<file path="config.mk">
export PLATFORM = sky130hd
export DESIGN_NAME = grf_scoreboard
export DESIGN_NICKNAME = d
export VERILOG_FILES = /design/src/rtl/grf_pkg.sv /design/src/rtl/grf_pend_cnt.sv /design/src/rtl/grf_scoreboard.sv
export SDC_FILE = /design/constraint.sdc
export NUM_CORES = 2
export LEC_CHECK = 0
export ABC_AREA = 0
export BUFFER_PORTS_ARGS = -buffer_cell sky130_fd_sc_hd__buf_2
export CELL_PAD_IN_SITES_DETAIL_PLACEMENT = 1
export CELL_PAD_IN_SITES_GLOBAL_PLACEMENT = 2
export CORE_MARGIN = 1
export CORE_UTILIZATION = 44
export CTS_CLUSTER_SIZE = 40
export DETAILED_ROUTE_END_ITERATION = 8
export PLACE_DENSITY_LB_ADDON = 0.1
export SYNTH_ARGS = -nofsm -noshare
export SYNTH_HDL_FRONTEND = slang
export SYNTH_SLANG_ARGS = --single-unit
</file>
<file path="constraint.sdc">
create_clock -name clk -period 7.1 [get_ports clk]
set_input_delay 1.42 -clock clk [delete_from_list [all_inputs] [get_ports clk]]
set_output_delay 1.42 -clock clk [all_outputs]
set_load 0.005 [all_outputs]
</file>
<file path="src/rtl/grf_pkg.sv">
// Shared definitions for the general register file / scoreboard slice.
//   DATA_W_DEFAULT / ADDR_W_DEFAULT : default register width and address width
//   ZERO_REG                        : hard-wired zero register index
//   lane_lo()                       : low bit index of lane 'lane' in a packed
//                                     vector of 'width'-bit lanes
package grf_pkg;

  localparam int DATA_W_DEFAULT = 32;
  localparam int ADDR_W_DEFAULT = 5;
  localparam int ZERO_REG       = 0;

  function automatic int lane_lo(input int lane, input int width);
    return lane * width;
  endfunction

endpackage

</file>
<file path="src/rtl/grf_pend_cnt.sv">
// Outstanding-write counter for one register.
//   clk, reset : clock, synchronous active-high reset (clears the count)
//   inc        : an issue targeting this register was accepted
//   dec        : number of write ports (0..2) completing to this register
//   full       : net count (count minus completing writes) cannot take another issue
//   busy       : stored count is nonzero
//   net_busy   : count minus completing writes, floored at 0, is nonzero
module grf_pend_cnt
  import grf_pkg::*;
#(
  parameter int CNT_W = 2
) (
  input  logic       clk,
  input  logic       reset,
  input  logic       inc,
  input  logic [1:0] dec,
  output logic       full,
  output logic       busy,
  output logic       net_busy
);

  // Two extra bits so cnt + inc and the dec compare never wrap.
  localparam int            EW    = CNT_W + 2;
  localparam logic [EW-1:0] MAX_E = EW'((1 << CNT_W) - 1);

  logic [CNT_W-1:0] cnt_reg;
  logic [CNT_W-1:0] cnt_next;
  logic [EW-1:0]    cnt_e;
  logic [EW-1:0]    dec_e;
  logic [EW-1:0]    net_e;
  logic [EW-1:0]    sum_e;
  logic [EW-1:0]    upd_e;

  always_comb begin
    cnt_e = EW'(cnt_reg);
    dec_e = EW'(dec);
    sum_e = cnt_e + EW'(inc);
    // Net value seen by decode: completing writes already retire producers.
    net_e = (cnt_e >= dec_e) ? (cnt_e - dec_e) : '0;
    // Write without an outstanding producer is legal, so floor at zero.
    upd_e = (sum_e >= dec_e) ? (sum_e - dec_e) : '0;
    cnt_next = (upd_e > MAX_E) ? CNT_W'(MAX_E) : CNT_W'(upd_e);
    full     = (net_e >= MAX_E);
    busy     = (cnt_reg != '0);
    net_busy = (net_e != '0);
  end

  always_ff @(posedge clk) begin
    if (reset) begin
      cnt_reg <= '0;
    end else begin
      cnt_reg <= cnt_next;
    end
  end

endmodule

</file>
<file path="src/rtl/grf_scoreboard.sv">
// General register file with write-through bypass and per-register
// outstanding-write scoreboard for the ID stage.
//   clk, reset          : clock, synchronous active-high reset
//   rd_addr / rd_data   : NUM_RD combinational read ports (packed lanes)
//   rd_pending          : read address still has an outstanding producer
//   wa_* / wb_*         : write ports A (main WB) and B (late WB); A wins on collision
//   issue_valid/addr    : decode issues an instruction writing issue_addr
//   issue_ready         : issue accepted this cycle
//   any_pending         : some register has a nonzero stored count
module grf_scoreboard
  import grf_pkg::*;
#(
  parameter int DATA_W = DATA_W_DEFAULT,
  parameter int ADDR_W = ADDR_W_DEFAULT,
  parameter int NUM_RD = 2,
  parameter int CNT_W  = 2,
  parameter int BYPASS = 1
) (
  input  logic                     clk,
  input  logic                     reset,
  input  logic [NUM_RD*ADDR_W-1:0] rd_addr,
  output logic [NUM_RD*DATA_W-1:0] rd_data,
  output logic [NUM_RD-1:0]        rd_pending,
  input  logic                     wa_we,
  input  logic [ADDR_W-1:0]        wa_addr,
  input  logic [DATA_W-1:0]        wa_data,
  input  logic                     wb_we,
  input  logic [ADDR_W-1:0]        wb_addr,
  input  logic [DATA_W-1:0]        wb_data,
  input  logic                     issue_valid,
  input  logic [ADDR_W-1:0]        issue_addr,
  output logic                     issue_ready,
  output logic                     any_pending
);

  localparam int              DEPTH = 1 << ADDR_W;
  localparam logic [ADDR_W-1:0] ZERO = ADDR_W'(ZERO_REG);

  logic [DATA_W-1:0] mem [DEPTH];
  logic [DEPTH-1:0]  full;
  logic [DEPTH-1:0]  busy;
  logic [DEPTH-1:0]  net_busy;

  // Storage: port B first so port A overrides on an address collision.
  always_ff @(posedge clk) begin
    if (reset) begin
      for (int i = 0; i < DEPTH; i++) begin
        mem[i] <= '0;
      end
    end else begin
      if (wb_we && wb_addr != ZERO) begin
        mem[wb_addr] <= wb_data;
      end
      if (wa_we && wa_addr != ZERO) begin
        mem[wa_addr] <= wa_data;
      end
    end
  end

  // One counter per nonzero register; register 0 never pends.
  for (genvar gi = 0; gi < DEPTH; gi++) begin : g_cnt
    if (gi == ZERO_REG) begin : g_zero
      assign full[gi]     = 1'b0;
      assign busy[gi]     = 1'b0;
      assign net_busy[gi] = 1'b0;
    end else begin : g_reg
      logic       a_hit;
      logic       b_hit;
      logic       inc_r;
      logic [1:0] dec_r;

      assign a_hit = wa_we && (wa_addr == ADDR_W'(gi));
      assign b_hit = wb_we && (wb_addr == ADDR_W'(gi));
      assign dec_r = {1'b0, a_hit} + {1'b0, b_hit};
      assign inc_r = issue_valid && (issue_addr == ADDR_W'(gi)) && !full[gi];

      grf_pend_cnt #(
        .CNT_W (CNT_W)
      ) u_cnt (
        .clk      (clk),
        .reset    (reset),
        .inc      (inc_r),
        .dec      (dec_r),
        .full     (full[gi]),
        .busy     (busy[gi]),
        .net_busy (net_busy[gi])
      );
    end
  end

  // full[] already accounts for same-cycle writes, so a completing write frees a slot.
  assign issue_ready = !issue_valid || (issue_addr == ZERO) || !full[issue_addr];
  assign any_pending = |busy;

  for (genvar gi = 0; gi < NUM_RD; gi++) begin : g_rd
    logic [ADDR_W-1:0] ra;
    logic [DATA_W-1:0] val;

    assign ra = rd_addr[lane_lo(gi, ADDR_W) +: ADDR_W];

    always_comb begin
      val = mem[ra];
      if (ra == ZERO) begin
        val = '0;
      end else if (BYPASS != 0 && wa_we && wa_addr == ra) begin
        val = wa_data;
      end else if (BYPASS != 0 && wb_we && wb_addr == ra) begin
        val = wb_data;
      end
    end

    assign rd_data[lane_lo(gi, DATA_W) +: DATA_W] = val;
    // With bypass the completing write already delivers the data, so use the net count.
    assign rd_pending[gi] = (BYPASS != 0) ? net_busy[ra] : busy[ra];
  end

endmodule

</file>
==> flow_summary.ini <==
[logic_synthesis]
synth-xor-area-share = 0.00242
syn_area_per_cell_um2 = 11.3
synthDistinctLibCells = 73
synth_area_um2 = 72200
synth_compound_area_frac = 0.144
ys.flop_type = edfxtp_1
synth_edf_count = 1024
synthAdderAreaFrac = 0.0633
postSynthCellCount = 6369
synth-simple-area-share = 0.104
ys_seq_elements = 1086
muxShareOfSynthArea = 0.187
yosysWarningCount = 0
synth_top_family_by_area = multiplexers
ys_seq_area_frac = 0.443
postSynth.asyncResetShare = 0

[placed_design]
io_buffers = 161
dp.cells = 8221
place.gp.congestion = 0.927
hpwl_mm = 197

[clock_tree]
clock_latency_ns = 0.79
cts_max_level = 4
path_clk_slew_ns = 0.06
numCtsBuffers = 133
clock-sinks = 1086
post_cts_buffers = 0
cts_hold_buffers = 0
cts_tree = done
clockRootBuffer = clkbuf_16
cts-resized-gates = 0
clock_path_buffers = 3

[run]
drv_cap = 0

[floorplanning]
coreArea_um2 = 163000
die_w_um = 407
io_pins = 162
die_h_um = 407
die-area_um2 = 166000
initial_core_util = 0.443
fp-row-count = 148

[sta]
period_needed_ns = 6.66
fin_crit_sh = 0.937
fmax_mhz = 150
drv_slew = 0
worst_pin_slew_ns = 1.25
setup_violations = 0
hold_viol = 0
clock_skew_ns = 0.0155
fin_setup_tns_ns = 0
grt_setup_unrepaired = no
slew_headroom = 0.165

[final_layout]
drive_above_1_share = 0.205
layout.nets = 6585
final_cells = 8476
area_growth_pct = 10.1
largest_reg_flops = 1024

[hold_path]
hold_class = flop to flop

[route]
drc = 0
dr_total_vias = 58578
antenna_left = 0
initialDrtViolationCount = 7605
wirelength_mm = 322
avgViaCountPerCell = 6.91
wl_per_cell_um = 38.0
dr.pass1.iters = 7

[global_route]
grt_start_max_net_pins = 80
track_usage = 0.384
grt_pass1_vias = 59615
antenna_found_initial = 27
grt_pass1_wl_mm = 451
overflow = 0

[outcome]
status = completed

[critical_path]
worstPathArrival_ns = 5.24
worstSetupPathType = input pin to output port
required_ns = 5.68
cp_max_fo = 9
end_kind = output port
start_kind = input pin

[pwr]
pwr-share-seq = 0.434
p_clk_frac = 0.377
p_per_area_nw_per_um2 = 226
internal-power_mw = 12.6
netSwitchingFraction = 0.298
vdd_drop_max_uv = 261
power_frac_comb = 0.190
p_sw_mw = 5.36
p_leak_nw = 26.6
fin_total_pwr_mw = 18.0
## placed cells by master (no fill, tap or decap), types with 33 or more instances in the layout
cell,count
buf_4,183
ha_1,217
nor2_4,47
a22o_1,448
a22oi_1,38
clkbuf_16,138
mux4_2,590
o211ai_1,44
a21oi_1,160
fa_1,93
buf_2,153
nand3_1,65
dfxtp_1,62
o21ai_0,633
inv_1,245
a21boi_0,64
o31ai_1,34
nand2_1,1342
nor2_1,143
clkbuf_1,33
edfxtp_1,1024
## power groups by stage
stage | Clock (mW) | Combinational, mW | Sequential, mW
floorplan | 0 | 2.12 | 7.76
global placement | 0 | 3.25 | 7.90
detailed placement | 0 | 3.32 | 7.93
CTS | 6.83 | 3.34 | 7.81
global route | 7.03 | 3.60 | 7.86
finish | 6.79 | 3.42 | 7.81
## cell families (layout without fill, tap and decap cells)
kind of cell | after synthesis | in the layout
other | 1 | 48
multiplexers | 613 | 613
flip-flops | 1086 | 1086
adder cells (fa/ha/maj) | 310 | 310
buffers and inverters | 971 | 856
AO/OA/AOI/OAI | 1542 | 1542
AND/OR/NAND/NOR | 1826 | 1826
XOR/XNOR | 20 | 20
## per-layer routing
| layer | up-vias | wire length [um] | global-route usage |
|---|---|---|---|
| li1 | 23519 | - | - |
| met1 | 30506 | 121000 | 0.500 |
| met2 | 3647 | 146000 | 0.593 |
| met3 | 896 | 36000 | 0.0979 |
| met4 | 10 | 18600 | 0.198 |
| met5 | - | 62 | 0 |
## final timing paths
check,start,to,slack (ns),cells past startpoint
max reg2reg,g_cnt[9].g_reg.u_cnt.cnt_reg[0],g_cnt[9].g_reg.u_cnt.cnt_reg[1],3.50,12
min reg2reg,g_cnt[21].g_reg.u_cnt.cnt_reg[1],g_cnt[21].g_reg.u_cnt.cnt_reg[1],0.91,3
min,g_cnt[21].g_reg.u_cnt.cnt_reg[1],g_cnt[21].g_reg.u_cnt.cnt_reg[1],0.91,3
max,wb_addr[3],issue_ready,0.44,13
## Yosys cell counts (34+ instances only)
cell	count	area, um^2
a21boi_0	64	480
a21oi_1	162	811
a22o_1	448	3920
a22oi_1	38	285
buf_1	51	191
buf_2	86	430
buf_4	34	255
clkbuf_1	518	1940
dfxtp_1	62	1240
edfxtp_1	1024	30700
fa_1	93	1860
ha_1	217	2720
inv_1	245	920
mux4_2	590	13300
nand2_1	1342	5040
nand3_1	68	340
nor2_1	190	713
nor3_1	42	210
o211ai_1	44	330
o21ai_0	633	3170
o31ai_1	34	255
or3_1	37	231
## layout make-up
type / instances / area, um^2
Fill cell: 16984 / 83400
Multi-Input combinational cell: 4343 / 36900
Sequential cell: 1086 / 32000
Clock buffer: 172 / 3590
Timing Repair Buffer: 369 / 2770
Tap cell: 2175 / 2720
Inverter: 248 / 937
Clock inverter: 67 / 586
Antenna cell: 16 / 40.0
## through the flow
| step | hold slack (ns) | setup slack [ns] | utilization | cell area [um^2] |
|---|---|---|---|---|
| finish | 0.907 | 0.444 | 0.488 | 79500 |
| global route | 0.966 | 0.234 | 0.488 | 79500 |
| CTS | 0.892 | 0.460 | 0.488 | 79500 |
| detailed placement | 0.883 | 0.472 | 0.462 | 75300 |
| global placement | 0.865 | 0.548 | 0.462 | 75300 |
| floorplan | 0.790 | 1.14 | - | 72400 |
## critical path, cell delays in order
cell	delay [ns]
buf_2	0.19
nor2b_1	0.34
nand3_1	0.23
nor2_1	0.26
ha_1	0.30
ha_1	0.20
fa_1	0.45
o311ai_0	0.49
a21oi_1	0.14
a211oi_1	0.42
nand3_1	0.17
a2111o_1	0.47
buf_2	0.14
Power figures use the tool's default switching activity.
